--- src/rtl/conv_pkg.sv ---
// Shared types and helpers for the convolution window address generator.
// Provides the address type, the FILL/RUN state encoding and the circular
// address subtraction used to build sliding-window read addresses.
package conv_pkg;

  localparam int ADDR_W = 8;

  typedef logic [ADDR_W-1:0] addr_t;

  typedef enum logic {
    FILL = 1'b0,
    RUN  = 1'b1
  } state_t;

  // (addr - off) mod size without a modulo operator: bias by size, then fold
  // back once. Valid for addr < size and off <= size.
  function automatic int unsigned wrap_sub(input int unsigned addr,
                                           input int unsigned off,
                                           input int unsigned size);
    int unsigned s;
    s = addr + size - off;
    if (s >= size) s = s - size;
    return s;
  endfunction

endpackage

--- src/rtl/conv_ring_ptr.sv ---
// Wrapping write-pointer counter for the circular line buffer.
// Advances by one on i_inc and wraps SIZE-1 -> 0.
module conv_ring_ptr #(
  parameter int SIZE = 24,
  parameter int W    = 8
) (
  input  logic         clk,
  input  logic         rst,
  input  logic         i_inc,
  output logic [W-1:0] o_ptr
);

  localparam logic [W-1:0] LAST = W'(SIZE - 1);

  logic [W-1:0] r_ptr;

  // Pointer register: cleared by reset, advances and wraps on each increment.
  always_ff @(posedge clk) begin
    if (!rst) begin
      r_ptr <= '0;
    end else if (i_inc) begin
      r_ptr <= (r_ptr == LAST) ? '0 : r_ptr + W'(1);
    end
  end

  assign o_ptr = r_ptr;

endmodule

--- src/rtl/conv_window_addr_gen.sv ---
// Streaming front end for the convolution line buffer. Writes each accepted
// sample into a circular buffer and, once a frame holds READ_ADDR_LEN samples,
// presents the window read addresses (index 0 = oldest) to the MAC stage.
// Optional build macro CONV_WINDOW_PERF_CNT_EN adds 32-bit handshake and stall
// counters on ports perf_windows / perf_stalls.
module conv_window_addr_gen #(
  parameter int MEMORY_SIZE   = 24,
  parameter int READ_ADDR_LEN = 8,
  parameter int INPUT_PREC    = 8
) (
  input  logic                                    clk,
  input  logic                                    rst,
  input  logic                                    in_valid,
  output logic                                    in_ready,
  input  logic [INPUT_PREC-1:0]                   in_data,
  input  logic                                    in_last,
  output logic                                    wr_en,
  output logic [INPUT_PREC-1:0]                   wr_addr,
  output logic [INPUT_PREC-1:0]                   wr_data,
  output logic [READ_ADDR_LEN-1:0][INPUT_PREC-1:0] read_addr,
  output logic                                    out_valid,
  input  logic                                    out_ready,
  output logic                                    out_last
`ifdef CONV_WINDOW_PERF_CNT_EN
  ,
  output logic [31:0]                             perf_windows,
  output logic [31:0]                             perf_stalls
`endif
);

  import conv_pkg::*;

  localparam int CNT_W = $clog2(READ_ADDR_LEN + 1);
  localparam logic [CNT_W-1:0] CNT_FULL = CNT_W'(READ_ADDR_LEN);
  localparam logic [CNT_W-1:0] CNT_RUN  = CNT_W'(READ_ADDR_LEN - 1);

  logic                                     w_accept;
  logic                                     w_fire;
  logic [INPUT_PREC-1:0]                    w_wr_ptr;
  logic [READ_ADDR_LEN-1:0][INPUT_PREC-1:0] w_window;
  state_t                                   r_state;
  state_t                                   w_state_nxt;
  logic [CNT_W-1:0]                         r_cnt;
  logic [CNT_W-1:0]                         w_cnt_nxt;
  logic                                     r_out_valid;
  logic                                     r_out_last;
  logic [READ_ADDR_LEN-1:0][INPUT_PREC-1:0] r_read_addr;

  // A held window blocks input so its addresses stay stable until consumed.
  assign in_ready = rst & (~r_out_valid | out_ready);
  assign w_accept = in_valid & in_ready;
  assign w_fire   = w_accept & (r_state == RUN);

  assign wr_en   = w_accept;
  assign wr_addr = w_wr_ptr;
  assign wr_data = in_data;

  conv_ring_ptr #(
    .SIZE (MEMORY_SIZE),
    .W    (INPUT_PREC)
  ) u_wr_ptr (
    .clk   (clk),
    .rst   (rst),
    .i_inc (w_accept),
    .o_ptr (w_wr_ptr)
  );

  // Window ending at the slot being written this cycle, oldest sample first.
  always_comb begin
    w_window = '0;
    for (int i = 0; i < READ_ADDR_LEN; i++) begin
      w_window[i] = INPUT_PREC'(wrap_sub(32'(w_wr_ptr),
                                         32'(READ_ADDR_LEN - 1 - i),
                                         32'(MEMORY_SIZE)));
    end
  end

  // Frame-fill FSM: count samples until a full window exists; in_last restarts.
  always_comb begin
    w_state_nxt = r_state;
    w_cnt_nxt   = r_cnt;
    if (w_accept) begin
      if (in_last) begin
        w_state_nxt = FILL;
        w_cnt_nxt   = '0;
      end else begin
        case (r_state)
          FILL: begin
            w_cnt_nxt = r_cnt + CNT_W'(1);
            if (r_cnt + CNT_W'(1) == CNT_RUN) w_state_nxt = RUN;
          end
          RUN: begin
            if (r_cnt != CNT_FULL) w_cnt_nxt = r_cnt + CNT_W'(1);
          end
          default: begin
            w_state_nxt = FILL;
            w_cnt_nxt   = '0;
          end
        endcase
      end
    end
  end

  // FSM state and frame sample counter registers.
  always_ff @(posedge clk) begin
    if (!rst) begin
      r_state <= FILL;
      r_cnt   <= '0;
    end else begin
      r_state <= w_state_nxt;
      r_cnt   <= w_cnt_nxt;
    end
  end

  // Output window register: load on fire, hold under stall, clear on drain.
  always_ff @(posedge clk) begin
    if (!rst) begin
      r_out_valid <= 1'b0;
      r_out_last  <= 1'b0;
      r_read_addr <= '0;
    end else if (w_fire) begin
      r_out_valid <= 1'b1;
      r_out_last  <= in_last;
      r_read_addr <= w_window;
    end else if (out_ready) begin
      r_out_valid <= 1'b0;
      r_out_last  <= 1'b0;
    end
  end

  assign out_valid = r_out_valid;
  assign out_last  = r_out_last;
  assign read_addr = r_read_addr;

`ifdef CONV_WINDOW_PERF_CNT_EN
  logic [31:0] r_perf_windows;
  logic [31:0] r_perf_stalls;

  // Free-running wrap-around counters of window handshakes and stall cycles.
  always_ff @(posedge clk) begin
    if (!rst) begin
      r_perf_windows <= '0;
      r_perf_stalls  <= '0;
    end else begin
      if (r_out_valid & out_ready)  r_perf_windows <= r_perf_windows + 32'd1;
      if (r_out_valid & ~out_ready) r_perf_stalls  <= r_perf_stalls + 32'd1;
    end
  end

  assign perf_windows = r_perf_windows;
  assign perf_stalls  = r_perf_stalls;
`endif

endmodule

--- config.mk ---
export PLATFORM = sky130hd
export DESIGN_NAME = conv_window_addr_gen
export DESIGN_NICKNAME = d
export VERILOG_FILES = /design/src/rtl/conv_pkg.sv /design/src/rtl/conv_ring_ptr.sv /design/src/rtl/conv_window_addr_gen.sv
export SDC_FILE = /design/constraint.sdc
export NUM_CORES = 1
export LEC_CHECK = 0
export CAP_MARGIN = 20
export CORE_MARGIN = 2
export CORE_UTILIZATION = 55
export CTS_CLUSTER_SIZE = 16
export DETAILED_ROUTE_END_ITERATION = 12
export DONT_BUFFER_PORTS = 1
export PLACE_DENSITY = 0.77
export SLEW_MARGIN = 15
export SYNTH_ARGS = -nofsm -noshare
export SYNTH_HDL_FRONTEND = slang
export SYNTH_SLANG_ARGS = --single-unit
--- constraint.sdc ---
create_clock -name clk -period 9.44 [get_ports clk]
set_input_delay 0.472 -clock clk [delete_from_list [all_inputs] [get_ports clk]]
set_output_delay 0.472 -clock clk [all_outputs]
set_load 0.1 [all_outputs]
==> out/qor_table.md <==
| Step | Item | Reported |
|---|---|---|
| run status | Outcome | complete, no violations |
| sta | Worst Tran Pin Value | 1.16 ns |
| power | Switching power | 0.000153 W |
| logic synthesis | Gate Count Post-Synth | 639 |
| floorplanning | Ports placed on the boundary | 97 |
| power | Max IR drop VDD | 0.0000657 V |
| cts | Source-to-sink clock delay at the later pin of the worst-skew pair | 0.35 ns |
| logic synthesis | Async set-or-reset flop fraction in the synthesized netlist | 0 |
| drt | Detailed Routing Iterations Pass 1 | 5 |
| logic synthesis | Number of flops mapped to enable cells by yosys | 0 |
| cts | Number of buffers inserted by post-CTS setup repair | 0 |
| drt | Via count | 4489 |
| setup path | CP Max Fanout | 36 |
| grt | Number of global-route vias before repair | 4383 |
| finish | Antenna diode instance count | 0 |
| cts | Number of buffers inserted during clock tree synthesis | 9 |
| cts | # clock sinks | 69 |
| finish | Share of cells above drive strength 1 | 0.110 |
| logic synthesis | Synthesized area | 5130 µm² |
| drt | Total detailed-routing wirelength | 12800 µm |
| finish | Number of nets in the final layout | 636 |
| power | P per Cell Area | 114 nW/µm² |
| finish | Flip-flop and latch area | 1400 µm² |
| cts | Cts hold-fix bufs | 0 |
| cts | Clk slew on worst S/H paths | 0.09 ns |
| logic synthesis | Ranking of synthesized cells by area | sky130_fd_sc_hd__dfxtp_1 27%, sky130_fd_sc_hd__ha_1 6.6%, sky130_fd_sc_hd__xnor2_1 6.3% |
| finish | Area overhead of the layout relative to synthesis | 0.829% |
| min path | Kind of path behind the tightest hold check | primary input to flop |
| floorplanning | Placeable core region | 9150 µm² |
| setup path | Critical path endpoint category | flop |
| power | Combinational share of power | 0.078 |
| sta | Fin worst setup slack | 5.44 ns |
| setup path | Startpoint Class | flop |
| setup path | Worst-path cell with the longest stage delay | sky130_fd_sc_hd__and2_1 |
| finish | Area taken by multi-input logic gates | 3320 µm² |
| finish | Fill cell count | 837 |
| place | # port buffers | 0 |
| logic synthesis | Synth Area per Inst | 8.03 µm² |
| sta | Minimum period implied by the final worst setup slack | 4.00 ns |
| floorplanning | Overall die width | 101 µm |
| logic synthesis | Nets in the synthesized netlist | 679 |
| sta | Largest clock skew in the final design | 0.0152 ns |
| logic synthesis | Most common flop cell mapped by yosys | sky130_fd_sc_hd__dfxtp_1 |
| cts | Resized cells post-CTS | 0 |
| power | Part of the power in the clock network | 0.418 |
| setup path | Cells along the critical path | nand2b_1, and2_1, nand2_1, inv_2, nand2_1, buf_4, and3_1, a21o_1 |
| drt | Violation count after the first detailed-route iteration | 433 |
| logic synthesis | Synth area leader | sky130_fd_sc_hd__dfxtp_1 |
| power | Internal Power | 0.000438 W |
| sta | Setup Total Neg Slack | 0 ns |
| place | Final GP Congestion | 0.973 |
| floorplanning | Floorplan die height | 101 µm |
| drt | Number of routed nets with antenna violations | 0 |
| setup path | Library cell appearing most often on the critical path | sky130_fd_sc_hd__nand2_1 |
| cts | Master cell of the clock root buffer | sky130_fd_sc_hd__clkbuf_8 |
| drt | Via density | 6.30 |
| setup path | Required time worst endpoint | 9.69 ns |
| sta | Number of pins exceeding their max-slew limit in the final report | 0 |
| grt | Antenna violations before repair | 0 |
| logic synthesis | Yosys synthesis warning count | 0 |
| sta | Final worst path period share | 0.423 |
| finish | Fin util | 0.565 |
| logic synthesis | Synth Register Bits | 69 |
| cts | Clock tree from TritonCTS | built |
| drt | Count of unresolved DRC violations after routing | 0 |
| sta | Final hold vios | 0 |
| setup path | Crit Path Class | flop to flop |
| power | Cell leakage power | 1.92 nW |
| grt | Overall global routing resource usage | 0.262 |
| cts | Longest Clk Path Bufs | 2 |
| sta | Worst hold slack | 0.238 ns |
| power | Sequential Power Share | 0.504 |
| job | Maxcap violations | 0 |
| floorplanning | Area of the die | 10100 µm² |
| logic synthesis | Number of unique standard cell types used by synthesis | 79 |
| sta | Count of final setup violators | 0 |
| setup path | CP max stage delay | 0.82 ns |
| place | Hpwl dp | 8900 µm |
| floorplanning | Starting utilization of the core area | 0.561 |
| place | Post-placement worst setup slack | 5.43 ns |
| grt | Maximum number of pins on one net before global-route repair | 62 |
| setup path | Worst Path Arrival | 4.25 ns |
| power | Fraction of power spent switching nets | 0.259 |
| sta | Maximum clock frequency | 0.250 GHz |
| logic synthesis | Post-synthesis sequential area ratio | 0.269 |
| sta | Slew headroom | 0.222 |
| drt | Routed length per instance | 18.0 µm |
| sta | Unrepaired setup endpoints after global routing | no |
| logic synthesis | Area share of the largest cell type after synthesis | 0.269 |
| cts | H-Tree Level Count | 3 |
| grt | First-pass GRT wire length | 21400 µm |
| grt | Overflow left after global routing | 0 |
| floorplanning | Standard-cell rows | 35 |
[Yosys cell counts, drive strengths merged, types with 3 or more instances]
master  count
a211oi      6
a21boi     13
a21o        3
a21oi      64
a31oi       9
and2       10
and3        7
buf        44
clkbuf     18
dfxtp      69
ha         27
inv        13
mux2i       8
nand2      62
nand2b      8
nand3      31
nand4       9
nor2       40
nor2b      10
nor3       14
nor3b       4
o21ai      57
o221ai      3
o31a        3
or3         6
or4         4
xnor2      39
xor2       19
[routing by layer]
layer  GRT usage  vias to the layer above  routed length (µm)
li1            -                     2158                   -
met1       0.339                     2120                5550
met2       0.416                      182                5910
met3      0.0693                       29                1040
met4       0.100                        0                 306
met5           0                        -                   0
[placed cells by master (no fill, tap or decap), drive strengths merged, types with 3 or more instances in the layout]
cell type / count
a211oi: 6
nor3: 14
nor3b: 4
a31oi: 9
mux2i: 8
o21ai: 57
or3: 6
nand3: 31
xnor2: 39
inv: 13
a21oi: 64
a21boi: 13
or4: 4
ha: 27
clkinvlp: 3
a21o: 3
dfxtp: 69
clkbuf: 11
nand2b: 8
and3: 7
nor2b: 10
o31a: 3
o221ai: 3
xor2: 19
nand4: 9
nand2: 62
buf: 8
nor2: 40
and2: 10
[power groups by stage]
stage,combinational [W],clock [W],sequential [W]
after floorplan,0.0000605,0,0.000300
after global placement,0.0000442,0,0.000305
after detailed placement,0.0000453,0,0.000305
after CTS,0.0000454,0.000252,0.000298
after global routing,0.0000494,0.000266,0.000298
final,0.0000461,0.000247,0.000298
[final timing paths]
kind	slack, ns	start	to	cells after the start
worst max-delay path	5.44	out_valid$_SDFFE_PN0P_	read_addr[3]$_SDFFE_PN0P_	8
worst min-delay path	0.24	rst	read_addr[9]$_SDFFE_PN0P_	1
worst max register to register	5.44	out_valid$_SDFFE_PN0P_	read_addr[3]$_SDFFE_PN0P_	8
worst min register to register	0.56	r_cnt[3]$_SDFFE_PN0P_	r_cnt[3]$_SDFFE_PN0P_	2
[critical path: cells and delay by family, from the launching register on]
family	cells	cell delay, ns
buffers and inverters	2	0.93
flip-flops	1	0.65
AND/OR/NAND/NOR	5	2.14
AO/OA/AOI/OAI	1	0.15
[registers in the layout, summed over array words and instances (netlist names)]
| signal | cells |
|---|---|
| out_last | 1 |
| out_valid | 1 |
| r_cnt | 4 |
| r_state | 1 |
| read_addr | 54 |
| u_wr_ptr.o_ptr | 8 |
[per-stage QoR]
step	instances	power, W	area, µm²
floorplan	639	0.000361	5130
global placement	696	0.000349	4970
detailed placement	696	0.000350	4970
CTS	712	0.000595	5170
global route	712	0.000614	5170
finish	712	0.000592	5170
[logic make-up after synthesis]
family / synth area share
adder cells (fa/ha/maj): 0.0658
XOR/XNOR: 0.111
AO/OA/AOI/OAI: 0.235
flip-flops: 0.269
multiplexers: 0.0156
buffers and inverters: 0.0841
AND/OR/NAND/NOR: 0.219
[cell type report]
| cell class | count | share of cell area |
|---|---|---|
| sequential | 69 | 0.271 |
| timing repair buffer | 8 | 0.0116 |
| clock inverter | 5 | 0.0118 |
| clock buffer | 11 | 0.0273 |
| multi-input combinational | 494 | 0.642 |
| inverter | 14 | 0.0102 |
| tap | 111 | 0.0268 |
Power figures use the tool's default switching activity.
